===== src/rtl/writeback_scoreboard.sv =====
// Writeback scoreboard: tracks pending register writes and registers the register-file write port.
// Latency: a writeback sampled at posedge N appears on we_RF/A3/WD3 after posedge N; stall_out is combinational.
// Backpressure: stall_out holds issue while a source or destination has a pending write; writeback is never held.
module writeback_scoreboard (
  input  logic        clk,
  input  logic        rst,
  input  logic        issue_valid,
  input  logic [4:0]  issue_rd,
  input  logic [4:0]  issue_rs1,
  input  logic [4:0]  issue_rs2,
  input  logic        wb_valid,
  input  logic [4:0]  wb_rd,
  input  logic [1:0]  wb_sel,
  input  logic [31:0] alu_result,
  input  logic [31:0] mem_data,
  input  logic [31:0] pc_plus4,
  input  logic        flush,
  output logic        stall_out,
  output logic        we_RF,
  output logic [4:0]  A3,
  output logic [31:0] WD3,
  output logic [31:0] busy,
  output logic [31:0] retire_cnt
);

  logic [31:0] sel_data;
  logic        commit;
  logic        set_en;
  logic        clr_en;

  // Pick the writeback value; the illegal select yields zero so WD3 stays deterministic
  always_comb begin
    sel_data = 32'd0;
    case (wb_sel)
      2'b00:   sel_data = alu_result;
      2'b01:   sel_data = mem_data;
      2'b10:   sel_data = pc_plus4;
      default: sel_data = 32'd0;
    endcase
  end

  // Hazard check uses only the registered busy vector (no same-cycle bypass)
  assign stall_out = issue_valid & (busy[issue_rs1] | busy[issue_rs2] | busy[issue_rd]);

  // A real commit needs a legal, non-x0 result outside a flush
  assign commit = wb_valid & (wb_rd != 5'd0) & (wb_sel != 2'b11) & ~flush;

  // Issue marks its destination pending only when it actually proceeds
  assign set_en = issue_valid & ~stall_out & ~flush & (issue_rd != 5'd0);

  // Any retirement releases its destination, even an illegal one, so a faulting producer cannot deadlock issue
  assign clr_en = wb_valid & (wb_rd != 5'd0);

  // Single writeback pipeline register; address and data load even when the write is suppressed
  always_ff @(posedge clk or posedge rst) begin
    if (rst) begin
      we_RF <= 1'b0;
      A3    <= 5'd0;
      WD3   <= 32'd0;
    end else begin
      we_RF <= commit;
      A3    <= wb_rd;
      WD3   <= sel_data;
    end
  end

  // Pending-write bits: flush wipes everything; otherwise clear then set so a new producer wins a same-index collision
  always_ff @(posedge clk or posedge rst) begin
    if (rst) begin
      busy <= 32'd0;
    end else if (flush) begin
      busy <= 32'd0;
    end else begin
      if (clr_en) busy[wb_rd] <= 1'b0;
      if (set_en) busy[issue_rd] <= 1'b1;
    end
  end

  // Count committed register writes, wrapping naturally at 32 bits
  always_ff @(posedge clk or posedge rst) begin
    if (rst) begin
      retire_cnt <= 32'd0;
    end else if (commit) begin
      retire_cnt <= retire_cnt + 32'd1;
    end
  end

endmodule


===== config.mk =====
export PLATFORM = sky130hd
export DESIGN_NAME = writeback_scoreboard
export DESIGN_NICKNAME = d
export VERILOG_FILES = /design/src/rtl/writeback_scoreboard.sv
export SDC_FILE = /design/constraint.sdc
export NUM_CORES = 1
export LEC_CHECK = 0
export CAP_MARGIN = 20
export CORE_ASPECT_RATIO = 1.4
export CORE_MARGIN = 1.5
export CORE_UTILIZATION = 30
export DETAILED_ROUTE_END_ITERATION = 10
export PLACE_DENSITY = 0.65
export SLEW_MARGIN = 30
export SYNTH_ARGS = -nofsm -noshare
export SYNTH_HDL_FRONTEND = slang
export SYNTH_SLANG_ARGS = --single-unit
export TNS_END_PERCENT = 5

===== constraint.sdc =====
create_clock -name clk -period 7.97 [get_ports clk]
set_input_delay 1.594 -clock clk [delete_from_list [all_inputs] [get_ports clk]]
set_output_delay 1.594 -clock clk [all_outputs]
set_load 0.02 [all_outputs]

==> out/metrics.yaml, run 1 <==
run_status:
  status: "completed"
clocking:
  cts_resized: 0
  cts_made_buffers: 9
  cts.path.max_buffers: 2
  htree_levels: 3
  clk_pin_slew_ns: 0.07
  clock-sinks: 102
  postCtsSetupRepairBufs: 0
  cts_hold_buf: 0
  cts_tree: "built"
  clk_latency_ns: 0.35
  cts_root_buffer: "clkbuf_16"
synth:
  avgSynthCellArea_sq_um: 10.5
  synth_top_area_cell: "dfrtp_1"
  yosysSeqAreaShare: 0.439
  async_reset_ff_frac: 1.00
  synth_mux_area_frac: 0.149
  ys.flop_type: "dfrtp_1"
  synthTopCellsByArea: "dfrtp_1, mux2i_1, o21ai_0, mux4_2, nand2_1"
  synth_edf_count: 0
  synth_compound_area_frac: 0.137
  synth_seq_cells: 102
  synth-simple-area-share: 0.191
  ys_warn_count: 0
  synth_area_sq_um: 5820
  synth_top_family_by_area: "simple AND/OR/NAND/NOR gates"
  syn_nets: 679
  syn_inst: 555
  synth_top_cell_area_share: 0.439
  synthAdderAreaFrac: 0.00215
  ys_types: 53
  synth-xor-area-share: 0.0466
pwr:
  p_int_uw: 935
  power.clock.fraction: 0.343
  pwr-share-seq: 0.436
  netSwitchingPower_uw: 373
  power_mw: 1.31
  p_leak_nw: 3.49
  combPwrFrac: 0.221
  p_per_area_nw_per_um2: 153
  ir_drop_v: 0.0000855
  p_sw_frac: 0.285
floorplan:
  die-area_sq_um: 20300
  core_sq_um: 19100
  num_io_pins: 226
  placementRows: 60
  start_util: 0.304
  dieHeight_um: 168
  die_width_um: 121
timing:
  max_slew_margin: 0.421
  maxSlewViolCount: 0
  worst_pin_slew_ns: 0.866
  setup_tns_ns: 0
  fin_crit_ns: 6.56
  finalSetupViolCount: 0
  finalHoldViolations: 0
  fin_crit_sh: 0.823
  grt_setup_unrepaired: "false"
  clock_skew_ns: 0.00758
  fmax_mhz: 153
layout:
  syn_to_final_growth_pct: 47.0
  n_antenna_cell: 0
  final_util: 0.447
  num-nets-final: 887
  drive_gt1_frac: 0.0927
  fillCellCount: 1873
  final_common_cell: "clkdlybuf4s50_1"
  layout_common_cells: "clkdlybuf4s50_1, dfrtp_1, nand2_1, o21ai_0, mux2i_1"
  final_area_sq_um: 8550
global_route:
  grt_pass1_wl_mm: 29.3
  antenna_found_initial: 1
  overflow: 0
  track_usage: 0.188
  grt_pass1_vias: 5307
  grt_max_degree: 68
placement:
  dp_hpwl_mm: 14.1
  place_congestion: 0.880
  place.port_buffers: 225
  dpl-instance-area_sq_um: 8270
job:
  maxCapViolations: 0
routing:
  detail-route-antenna-nets: 0
  wl_mm: 18.6
  vias_per_cell: 5.16
  drc: 0
  vias: 5231
  first_pass_iters: 5
  wire_per_inst_um: 18.4
  drt_iter0_drc: 300
min_path:
  hold_start: "retire_cnt[31]$_DFFE_PP0P_"
  hold_class: "flop to flop"
setup_path:
  crit_fanout: 32
  endpoint_kind: "output pin"
  crit_arrival_ns: 4.96
  setup.worst_path.start: "issue_rs1[1]"
  required_ns: 6.38
  cp-start-kind: "primary input"
  reg2reg_from: "busy[6]$_DFF_PP0_"
  criticalPathCategory: "primary input to output pin"
## kinds of logic after synthesis
| kind of cell | after synthesis |
|---|---|
| and+or+nand+nor | 204 |
| AOI/OAI and AO/OA | 103 |
| DFF | 102 |
| muxes | 71 |
| buffers and inverters | 43 |
| xor gates and xnor gates | 31 |
| adders and majority gates | 1 |
## flip-flops by register name (all words and copies together) (netlist names)
register    cells
WD3            32
busy           32
retire_cnt     32
A3              5
we_RF           1
## worst max-delay path, stage by stage
cell and delay [ns]:
clkdlybuf4s50_1 0.93, mux4_2 0.59, mux2i_1 0.15, nor3b_1 0.07
a311oi_1 0.27, o2111ai_2 0.16, buf_4 0.27, o31a_1 0.36
clkdlybuf4s50_1 0.55
## cells in the mapped netlist (12+ instances only)
cell type,count
xnor2_1,20
nand2_1,64
o41ai_2,14
nor2b_1,21
mux2i_1,52
dfrtp_1,102
mux4_2,12
nor2_1,14
o21ai_0,55
nand3b_1,20
nand4_1,14
clkbuf_1,19
nand3_1,24
## area by class of cell
type	instances	area, sq um	area share
clock buffers	9	225	0.0263
clock inverters	5	65.1	0.00761
inverters	8	32.5	0.00380
multi-input cells	410	3070	0.359
flip-flops and latches	102	2550	0.298
well taps	248	310	0.0363
repair buffers	232	2290	0.268
## through the flow
stage	hold slack, ns	cells	setup WS (ns)
4_1_cts	0.479	1014	1.37
3_5_place_dp	0.462	1000	1.38
3_3_place_gp	0.461	1000	1.42
6_report	0.479	1014	1.41
2_1_floorplan	0.578	555	2.96
5_1_grt	0.498	1014	1.21
## final timing paths
| kind | endpoint | slack (ns) | depth (start not counted) |
|---|---|---|---|
| hold reg to reg | retire_cnt[31]$_DFFE_PP0P_ | 0.48 | 1 |
| hold / removal | retire_cnt[31]$_DFFE_PP0P_ | 0.48 | 1 |
| setup reg to reg | busy[4]$_DFF_PP0_ | 5.41 | 6 |
| setup / recovery | stall_out | 1.41 | 9 |
| max in group asynchronous | busy[10]$_DFF_PP0_ | 5.15 | 3 |
| min in group asynchronous | WD3[9]$_DFF_PP0_ | 1.61 | 2 |
## routing by layer
layer  vias up  share of wire  global-route usage
li1       2443              -                   -
met4         0          0.043              0.0982
met2       232           0.51               0.319
met5         -              0                   0
met3        47          0.061              0.0390
met1      2509           0.39               0.223
## power groups by stage
stage | clock network, mW | registers [mW] | logic [mW]
2_1_floorplan | 0 | 0.613 | 0.0984
3_3_place_gp | 0 | 0.580 | 0.290
3_5_place_dp | 0 | 0.581 | 0.293
4_1_cts | 0.465 | 0.571 | 0.294
5_1_grt | 0.486 | 0.575 | 0.311
6_report | 0.449 | 0.570 | 0.289
Note: power is estimated with default switching activity, not from simulation.
==> inputs of run 2 (changes only) <==
==> constraint.sdc (replaced) <==
create_clock -name clk -period 6.76 [get_ports clk]
set_input_delay 1.352 -clock clk [delete_from_list [all_inputs] [get_ports clk]]
set_output_delay 1.352 -clock clk [all_outputs]
set_load 0.02 [all_outputs]
==> run 2 against run 1 <==
  * Die area did not move
  * Largest power group unchanged
  * Sequential share of layout area rose by 0.052 points
  * Register-to-register slack got worse by 1.2 ns
  * Count of clock-buffer cells in the layout rose by 2
  * Clock skew rose by 0.0015 ns
  * Critical endpoint unchanged
  * Sequential cell count did not move
  * Largest cell class unchanged
==> out/metrics.yaml, run 2 (synthesis results as in run 1) <==
clocking:
  cts_resized: 0
  postCtsSetupRepairBufs: 0
  cts_root_buffer: "clkbuf_16"
  clock-sinks: 102
  cts.path.max_buffers: 2
  cts_hold_buf: 0
  htree_levels: 3
  cts_tree: "built"
  cts_made_buffers: 9
  clk_pin_slew_ns: 0.07
  clk_latency_ns: 0.35
pwr:
  ir_drop_v: 0.000102
  p_per_area_nw_per_um2: 176
  p_leak_nw: 3.47
floorplan:
  core_sq_um: 19100
  num_io_pins: 226
  start_util: 0.304
  placementRows: 60
  die_width_um: 121
  dieHeight_um: 168
  die-area_sq_um: 20300
global_route:
  antenna_found_initial: 0
  overflow: 0
  track_usage: 0.187
  grt_pass1_vias: 5241
  grt_pass1_wl_mm: 29.1
  grt_max_degree: 68
setup_path:
  crit_arrival_ns: 4.61
  endpoint_kind: "output pin"
  crit_top_cell: "clkdlybuf4s50_1"
  rrSetupSlack_ns: 4.26
  required_ns: 5.41
  critical_path.slowest_cell: "clkdlybuf4s50_1"
  criticalPathCategory: "primary input to output pin"
  crit_fanout: 25
  reg2reg_from: "busy[2]$_DFF_PP0_"
  cp_cell_sequence: "clkdlybuf4s50_1, mux4_2, o21ai_2, a31oi_1, a41oi_4, o21ai_4, o31a_1, clkdlybuf4s50_1"
  worstReg2RegEnd: "busy[4]$_DFF_PP0_"
  cp-start-kind: "primary input"
  crit_path_max_incr_delay_ns: 0.79
  ff2ff_path_depth: 6
layout:
  final_common_cell: "clkdlybuf4s50_1"
  reg_top3: "WD3 x32, busy x32, retire_cnt x32"
  stdcell_count: 1016
  regArea_sq_um: 2550
  fillCellCount: 1855
  multi_input_area_sq_um: 3070
  num-nets-final: 887
  layout_common_cells: "clkdlybuf4s50_1, dfrtp_1, nand2_1, o21ai_0, mux2i_1"
  drive_gt1_frac: 0.0924
  syn_to_final_growth_pct: 46.7
  n_antenna_cell: 0
routing:
  vias: 5146
  wl_mm: 18.6
  wire_per_inst_um: 18.3
  first_pass_iters: 6
  vias_per_cell: 5.06
  detail-route-antenna-nets: 0
  drt_iter0_drc: 368
  drc: 0
timing:
  worst_pin_slew_ns: 0.869
  setup_tns_ns: 0
  clock_skew_ns: 0.00909
  finalHoldViolations: 0
  max_slew_margin: 0.418
  fin_crit_ns: 5.96
  grt_setup_unrepaired: "false"
  fmax_mhz: 168
  finalSetupViolCount: 0
  maxSlewViolCount: 0
  fin_crit_sh: 0.882
min_path:
  hold_class: "flop to flop"
  min_path_cells: 1
  hold_start: "retire_cnt[31]$_DFFE_PP0P_"
  hold_end: "retire_cnt[31]$_DFFE_PP0P_"
run_status:
  status: "completed"
job:
  maxCapViolations: 0
placement:
  place_congestion: 0.852
  dp_hpwl_mm: 14.0
  placedCellCount: 1000
  place.port_buffers: 225
==> run 2: cell types whose count changed in the layout (fill, tap and decap cells not counted), sizes merged <==
cell	before	now
bufinv	1	0
clkbuf	9	11
inv	12	10
clkinvlp	0	3
==> run 2: layout make-up <==
cell class | instances | area share
Clock inverter | 5 | 0.00498
Inverter | 8 | 0.00381
Clock buffer | 11 | 0.0273
Tap cell | 248 | 0.0363
Sequential cell | 102 | 0.299
Multi-Input combinational cell | 410 | 0.360
Timing Repair Buffer | 232 | 0.269
==> run 2: metrics by stage <==
step | setup slack (ns) | utilization | hold slack (ns) | instance area [sq um] | total power [mW]
global route | 0.617 | 0.446 | 0.511 | 8540 | 1.58
global placement | 0.821 | 0.432 | 0.459 | 8270 | 1.03
floorplan | 2.24 | - | 0.578 | 5820 | 0.838
finish | 0.801 | 0.446 | 0.479 | 8540 | 1.51
CTS | 0.792 | 0.446 | 0.478 | 8540 | 1.53
detailed placement | 0.791 | 0.432 | 0.460 | 8270 | 1.03
==> run 2: layer usage <==
| metal | routed length (um) | up-vias | GRT usage | part of all wire |
|---|---|---|---|---|
| li1 | - | 2453 | - | - |
| met1 | 7310 | 2446 | 0.222 | 0.39 |
| met2 | 9680 | 212 | 0.325 | 0.52 |
| met3 | 1060 | 35 | 0.0342 | 0.057 |
| met4 | 505 | 0 | 0.0839 | 0.027 |
| met5 | 0 | - | 0 | 0 |
==> run 2: critical path: cells and delay by family <==
family,cells,cell delay (ns)
buffers and inverters,2,1.34
AOI/OAI and AO/OA,5,1.32
muxes,1,0.58
==> run 2: how the worst max path moves through the flow <==
stage,to,startpoint,slack [ns],depth (start not counted)
2_1_floorplan,stall_out,issue_rs2[1],2.24,8
3_3_place_gp,stall_out,issue_rs2[1],0.82,8
3_5_place_dp,stall_out,issue_rs2[1],0.79,8
4_1_cts,stall_out,issue_rs2[1],0.79,8
5_1_grt,stall_out,issue_rs2[1],0.62,8
6_report,stall_out,issue_rs2[1],0.80,8
==> run 2: where the power goes <==
part | total, mW | internal [mW] | switching (mW) | leakage [nW]
registers | 0.672 | 0.644 | 0.0281 | 1.34
logic | 0.340 | 0.170 | 0.171 | 2.01
clock network | 0.493 | 0.254 | 0.239 | 0.124
